**config.mk**
```make
export PLATFORM = sky130hd
export DESIGN_NAME = mem_stage_flat
export DESIGN_NICKNAME = d
export VERILOG_FILES = /design/src/rtl/mem_stage_if.sv /design/src/rtl/mem_stage.sv /design/src/flat_wrapper.sv
export SDC_FILE = /design/constraint.sdc
export NUM_CORES = 1
export LEC_CHECK = 0
export ABC_AREA = 0
export BUFFER_PORTS_ARGS = -buffer_cell sky130_fd_sc_hd__buf_4
export CORE_MARGIN = 2
export CORE_UTILIZATION = 40
export CTS_CLUSTER_SIZE = 16
export DETAILED_ROUTE_END_ITERATION = 7
export GPL_TIMING_DRIVEN = 0
export HOLD_SLACK_MARGIN = 0.05
export PLACE_DENSITY = 0.85
export SLEW_MARGIN = 20
export SYNTH_ARGS = -nofsm -noshare
export SYNTH_HDL_FRONTEND = slang
export SYNTH_SLANG_ARGS = --single-unit
```
**constraint.sdc**
```tcl
create_clock -name clk -period 1.75 [get_ports clk]
set_input_delay 0.175 -clock clk [delete_from_list [all_inputs] [get_ports clk]]
set_output_delay 0.175 -clock clk [all_outputs]
set_load 0.005 [all_outputs]
```
**src/rtl/mem_stage_if.sv**
```systemverilog
// Data-cache request bus between mem_stage and the D-cache.
// Master side issues requests; slave side answers with data/busy.
interface mem_stage_if #(
  parameter int BIT_W = 32
);
  logic             dc_req_o;
  logic             dc_wen_o;
  logic [BIT_W-3:0] dc_addr_o;
  logic [BIT_W-1:0] dc_wdata_o;
  logic [BIT_W-1:0] dc_rdata_i;
  logic             dc_busy_i;

  modport master (
    output dc_req_o,
    output dc_wen_o,
    output dc_addr_o,
    output dc_wdata_o,
    input  dc_rdata_i,
    input  dc_busy_i
  );

  modport slave (
    input  dc_req_o,
    input  dc_wen_o,
    input  dc_addr_o,
    input  dc_wdata_o,
    output dc_rdata_i,
    output dc_busy_i
  );
endinterface

```
**src/rtl/mem_stage.sv**
```systemverilog
// RV32 memory-access stage: D-cache request FSM, freeze
// generation, load-data buffering and the MEM/WB register.
module mem_stage #(
  parameter int BIT_W = 32
) (
  input  logic             clk,
  input  logic             rst_n,
  input  logic [BIT_W-1:0] alu_result_i,
  input  logic [BIT_W-1:0] mem_wdata_i,
  input  logic [4:0]       rd_i,
  input  logic [BIT_W-1:0] pc_step_i,
  input  logic             memrd_i,
  input  logic             memwr_i,
  input  logic             mem2reg_i,
  input  logic             regwr_i,
  input  logic             jump_i,
  input  logic             mul_ppl_i,
  input  logic [BIT_W-1:0] mul_result_i,
  input  logic             stall_ext_i,
  mem_stage_if.master      dc,
  output logic             stall_o,
  output logic [BIT_W-1:0] wb_data_o,
  output logic [4:0]       wb_rd_o,
  output logic             wb_regwr_o,
  output logic             misalign_o,
  output logic [15:0]      stall_cnt_o
);

  typedef enum logic [1:0] {
    S_IDLE,
    S_WAIT,
    S_HOLD
  } state_e;

  state_e           state_q, state_d;
  logic [BIT_W-1:0] rbuf_q, rbuf_d;
  logic [BIT_W-1:0] wb_data_q, wb_data_d;
  logic [4:0]       wb_rd_q, wb_rd_d;
  logic             wb_regwr_q, wb_regwr_d;
  logic             misalign_q, misalign_d;
  logic [15:0]      stall_cnt_q, stall_cnt_d;

  logic             mem_op;
  logic             req;
  logic             stall;
  logic [BIT_W-1:0] ld_data;
  logic [BIT_W-1:0] wb_sel;

  assign mem_op = memrd_i | memwr_i;

  // Request FSM: issue, wait out cache busy, park data
  // in rbuf while the rest of the pipe is frozen.
  always_comb begin
    state_d = state_q;
    rbuf_d  = rbuf_q;
    req     = 1'b0;
    unique case (state_q)
      S_IDLE: begin
        req = mem_op;
        if (mem_op && dc.dc_busy_i) begin
          state_d = S_WAIT;
        end else if (mem_op && stall_ext_i) begin
          state_d = S_HOLD;
          rbuf_d  = dc.dc_rdata_i;
        end
      end
      S_WAIT: begin
        req = 1'b1;
        if (!dc.dc_busy_i) begin
          if (stall_ext_i) begin
            state_d = S_HOLD;
            rbuf_d  = dc.dc_rdata_i;
          end else begin
            state_d = S_IDLE;
          end
        end
      end
      S_HOLD: begin
        if (!stall_ext_i) state_d = S_IDLE;
      end
      default: state_d = S_IDLE;
    endcase
  end

  // Freeze, writeback select, MEM/WB, sticky flag, counter.
  always_comb begin
    stall   = stall_ext_i | (req & dc.dc_busy_i);
    ld_data = (state_q == S_HOLD) ? rbuf_q : dc.dc_rdata_i;
    if (mem2reg_i)      wb_sel = ld_data;
    else if (jump_i)    wb_sel = pc_step_i;
    else if (mul_ppl_i) wb_sel = mul_result_i;
    else                wb_sel = alu_result_i;
    wb_data_d  = wb_data_q;
    wb_rd_d    = wb_rd_q;
    wb_regwr_d = 1'b0;
    if (!stall) begin
      wb_data_d  = wb_sel;
      wb_rd_d    = rd_i;
      wb_regwr_d = regwr_i;
    end
    misalign_d = misalign_q
               | (mem_op & (|alu_result_i[1:0]));
    stall_cnt_d = stall_cnt_q;
    if (stall && stall_cnt_q != 16'hFFFF) begin
      stall_cnt_d = stall_cnt_q + 16'd1;
    end
  end

  // State and MEM/WB registers, synchronous reset.
  always_ff @(posedge clk) begin
    if (!rst_n) begin
      state_q     <= S_IDLE;
      rbuf_q      <= '0;
      wb_data_q   <= '0;
      wb_rd_q     <= '0;
      wb_regwr_q  <= 1'b0;
      misalign_q  <= 1'b0;
      stall_cnt_q <= '0;
    end else begin
      state_q     <= state_d;
      rbuf_q      <= rbuf_d;
      wb_data_q   <= wb_data_d;
      wb_rd_q     <= wb_rd_d;
      wb_regwr_q  <= wb_regwr_d;
      misalign_q  <= misalign_d;
      stall_cnt_q <= stall_cnt_d;
    end
  end

  assign dc.dc_req_o   = req;
  assign dc.dc_wen_o   = memwr_i;
  assign dc.dc_addr_o  = alu_result_i[BIT_W-1:2];
  assign dc.dc_wdata_o = mem_wdata_i;
  assign stall_o       = stall;
  assign wb_data_o     = wb_data_q;
  assign wb_rd_o       = wb_rd_q;
  assign wb_regwr_o    = wb_regwr_q;
  assign misalign_o    = misalign_q;
  assign stall_cnt_o   = stall_cnt_q;

endmodule

```
**src/flat_wrapper.sv**
```systemverilog
// flat-port wrapper written by rule: the top's interface ports become plain ports
module mem_stage_flat 
#(
  parameter int BIT_W = 32
)
  (clk, rst_n, alu_result_i, mem_wdata_i, rd_i, pc_step_i, memrd_i, memwr_i, mem2reg_i, regwr_i, jump_i, mul_ppl_i, mul_result_i, stall_ext_i, stall_o, wb_data_o, wb_rd_o, wb_regwr_o, misalign_o, stall_cnt_o, dc_dc_req_o, dc_dc_wen_o, dc_dc_addr_o, dc_dc_wdata_o, dc_dc_rdata_i, dc_dc_busy_i);
  mem_stage_if #(.BIT_W(BIT_W)) dc_i ();
  input  logic clk;
  input  logic rst_n;
  input  logic [BIT_W-1:0] alu_result_i;
  input  logic [BIT_W-1:0] mem_wdata_i;
  input  logic [4:0] rd_i;
  input  logic [BIT_W-1:0] pc_step_i;
  input  logic memrd_i;
  input  logic memwr_i;
  input  logic mem2reg_i;
  input  logic regwr_i;
  input  logic jump_i;
  input  logic mul_ppl_i;
  input  logic [BIT_W-1:0] mul_result_i;
  input  logic stall_ext_i;
  output logic stall_o;
  output logic [BIT_W-1:0] wb_data_o;
  output logic [4:0] wb_rd_o;
  output logic wb_regwr_o;
  output logic misalign_o;
  output logic [15:0] stall_cnt_o;
  output wire logic [$bits(dc_i.dc_req_o)-1:0] dc_dc_req_o;
  output wire logic [$bits(dc_i.dc_wen_o)-1:0] dc_dc_wen_o;
  output wire logic [$bits(dc_i.dc_addr_o)-1:0] dc_dc_addr_o;
  output wire logic [$bits(dc_i.dc_wdata_o)-1:0] dc_dc_wdata_o;
  input wire logic [$bits(dc_i.dc_rdata_i)-1:0] dc_dc_rdata_i;
  input wire logic [$bits(dc_i.dc_busy_i)-1:0] dc_dc_busy_i;
  assign dc_dc_req_o = dc_i.dc_req_o;
  assign dc_dc_wen_o = dc_i.dc_wen_o;
  assign dc_dc_addr_o = dc_i.dc_addr_o;
  assign dc_dc_wdata_o = dc_i.dc_wdata_o;
  assign dc_i.dc_rdata_i = dc_dc_rdata_i;
  assign dc_i.dc_busy_i = dc_dc_busy_i;
  mem_stage #(.BIT_W(BIT_W)) u_core (.clk(clk), .rst_n(rst_n), .alu_result_i(alu_result_i), .mem_wdata_i(mem_wdata_i), .rd_i(rd_i), .pc_step_i(pc_step_i), .memrd_i(memrd_i), .memwr_i(memwr_i), .mem2reg_i(mem2reg_i), .regwr_i(regwr_i), .jump_i(jump_i), .mul_ppl_i(mul_ppl_i), .mul_result_i(mul_result_i), .stall_ext_i(stall_ext_i), .dc(dc_i), .stall_o(stall_o), .wb_data_o(wb_data_o), .wb_rd_o(wb_rd_o), .wb_regwr_o(wb_regwr_o), .misalign_o(misalign_o), .stall_cnt_o(stall_cnt_o));
endmodule
```
==> flow_summary.ini <==
[floorplanning]
die_y_um = 114
io_pins = 295
coreArea_um2 = 12000
start_util_pct = 40.6
die-area_um2 = 13100
rows = 40
die_w_um = 114

[timing]
post-route-period-util_pct = 108
finalCriticalPeriod_ps = 1880
layout_setup_ws_ps = -133
holdWs_ps = 79.2
setup_viol = 5
max_freq_mhz = 531
slew-limit-headroom_pct = 56.5
rsz0062_at_grt = yes
fin_skew_ps = 9.59
slew_violations = 0
tightest_slew_ps = 653
hold_viol = 0

[worst_setup_path]
max_stage_delay_ps = 410
cp_data_required_time_ps = 2020
reg2reg_depth = 7
path_cells = ha_4 -> nand4_1 -> nor4_4 -> or3_4 -> buf_6 -> or4_4 -> a21oi_2
crit_path_top_delay_cell = or4_4
arrival_ps = 2150
crit_path_max_fanout = 5
startpoint_type = flop
path_class = flop to flop
cp-end-kind = flop

[yosys]
synth_compound_area_share_pct = 19.1
synthesis.nets = 760
avgSynthCellArea_um2 = 8.33
synthesis.area_um2 = 4860
synthCells = 584
ys_ff_latch = 89
synth_xor_area_share_pct = 1.26
synth_fa_ha_area_share_pct = 0.257
seq_area_frac_synth_pct = 36.6
synthSimpleGateAreaFrac_pct = 14.2
yosysWarnings = 0
muxShareOfSynthArea_pct = 14.8
synth_cell_types = 35
synth_top_family_by_area = compound AO/OA/AOI/OAI gates

[grt]
grt_pass1_wl_um = 25200
grt_usage_pct = 24.6
antenna_found_initial = 0
gr-total-overflow = 0
grt_max_degree = 14
grt_pass1_vias = 5141

[detailed_routing]
avgRoutedWirePerCell_um = 16.5
wl_um = 16800
drc = 0
firstDrtPassIters = 4
drt_iter0_drc = 251
ant_nets = 0
via_per_inst = 5.14
vias = 5233

[pwr]
leakage_nw = 3.74
finalPower_mw = 5.52
peakVddDrop_uv = 456
power_density_nw_per_um2 = 725

[cells_and_area]
area_growth_pct = 56.7
n_antenna_cell = 0
final_cell_mix = buf_4 (342), dfxtp_1 (76), nand2_1 (73)
layout-drive-gt1-share_pct = 46.3
fillers = 1100
final_common_cell = buf_4
final_net_count = 1044

[outcome]
failed_checks = setup timing
outcome = finished, violations left

[cts]
clock_path_buffers = 2
numCtsBuffers = 9
clkLatencyLatePin_ps = 340
cts_sinks = 89
htree_levels = 3
clk_pin_slew_ps = 60
cts_root_buffer = clkbuf_16
cts_tree = yes

[hold_path]
min_path_type = input pin to flop
whs_path_depth = 3

[run]
maxCapViolCount = 0

[placement]
dpl.hpwl_um = 12400
gp_congestion = 0.800
port_buffers = 258
post-place-ws_ps = -545
-- worst max-delay path, delay by kind of cell, from the launching register on --
family	cells	cell delay (ps)
AOI/OAI and AO/OA	1	140
adders and majority gates	1	150
buffers and inverters	1	140
DFF	1	360
and+or+nand+nor	4	1030
-- metal layers --
| metal | track usage, % | part of all wire [%] | up-vias |
|---|---|---|---|
| met5 | 0 | 0 | - |
| met2 | 43.8 | 51 | 199 |
| li1 | - | - | 2554 |
| met4 | 8.78 | 2.0 | 0 |
| met1 | 30.0 | 41 | 2458 |
| met3 | 4.02 | 6.0 | 22 |
-- path summary, 6_finish.rpt --
check,from,slack [ps],to
max,u_core.stall_cnt_o[1]$_SDFFE_PN0P_,-130,u_core.stall_cnt_o[15]$_SDFFE_PN0P_
min,rd_i[4],80,u_core.wb_rd_o[4]$_SDFFE_PN0N_
max reg2reg,u_core.stall_cnt_o[1]$_SDFFE_PN0P_,-130,u_core.stall_cnt_o[15]$_SDFFE_PN0P_
min reg2reg,u_core.rbuf_q[12]$_SDFFE_PN0P_,450,u_core.rbuf_q[12]$_SDFFE_PN0P_
-- stage by stage --
step	utilization [%]	area, um2	setup TNS (ps)	instances
floorplan	-	4880	-97.8	584
global placement	58.5	7000	-29280	989
detailed placement	58.6	7010	-23990	989
CTS	62.2	7440	-2810	1011
global route	63.7	7620	-1220	1019
finish	63.7	7620	-230	1019
-- cells in the mapped netlist --
cell type / count / area [um2]
o21ai_0: 3 / 15.0
o211a_1: 1 / 10.0
buf_6: 1 / 11.3
o21a_1: 1 / 7.51
clkbuf_1: 34 / 128
buf_2: 4 / 20.0
or3_1: 3 / 18.8
ha_1: 1 / 12.5
nor4b_1: 1 / 8.76
nor3b_1: 1 / 7.51
nor4_1: 5 / 31.3
inv_2: 1 / 3.75
xnor2_1: 6 / 52.6
or2_2: 1 / 6.26
o31a_1: 2 / 17.5
dfxtp_1: 89 / 1780
xor2_1: 1 / 8.76
or4_1: 1 / 7.51
a21oi_1: 69 / 345
nor2_1: 54 / 203
a211oi_1: 32 / 240
buf_1: 4 / 15.0
o22ai_1: 1 / 6.26
nand4_1: 3 / 18.8
nand3_1: 9 / 45.0
nand2_1: 73 / 274
o31ai_1: 1 / 7.51
nor4_2: 1 / 12.5
mux2i_1: 72 / 721
and3_1: 2 / 12.5
nand2b_1: 4 / 25.0
nor3_1: 4 / 20.0
inv_1: 4 / 15.0
a22o_1: 32 / 280
buf_4: 63 / 473
-- logic make-up after synthesis --
family                     count (synthesis)
and+or+nand+nor                          162
AOI/OAI and AO/OA                        142
buffers and inverters                    111
DFF                                       89
muxes                                     72
xor gates and xnor gates                   7
adders and majority gates                  1
-- power breakdown --
part	switching (mW)	leakage [nW]	total, mW	internal [mW]
clock network	0.777	0.153	2.06	1.28
logic	0.538	2.86	1.26	0.722
registers	0.0657	0.734	2.20	2.14
total	1.38	3.74	5.52	4.14
-- what timing repair did --
action | 4_1_cts | 5_1_grt
pin swaps | 7 | 14
gates resized for setup | 27 | 50
hold buffers | 0 | 0
setup endpoints to repair | 82 | 79
gates cloned | 1 | 0
buffers inserted | 6 | 13
-- final cells by class --
| cell class | instances | area (um2) | share of cell area, % |
|---|---|---|---|
| plain buffers | 104 | 674 | 8.85 |
| clock buffers | 12 | 246 | 3.23 |
| clock inverters | 3 | 65.1 | 0.854 |
| inverters | 5 | 18.8 | 0.246 |
| multi-input cells | 384 | 2550 | 33.5 |
| flip-flops and latches | 89 | 1810 | 23.7 |
| well taps | 147 | 184 | 2.41 |
| repair buffers | 275 | 2070 | 27.2 |
-- registers in the layout (all words and copies together), names as in the netlist --
register            cells
u_core.state_q          2
u_core.stall_cnt_o     16
u_core.wb_rd_o          5
u_core.misalign_o       1
u_core.wb_regwr_o       1
u_core.rbuf_q          32
u_core.wb_data_o       32
Note: power is estimated with default switching activity, not from simulation.
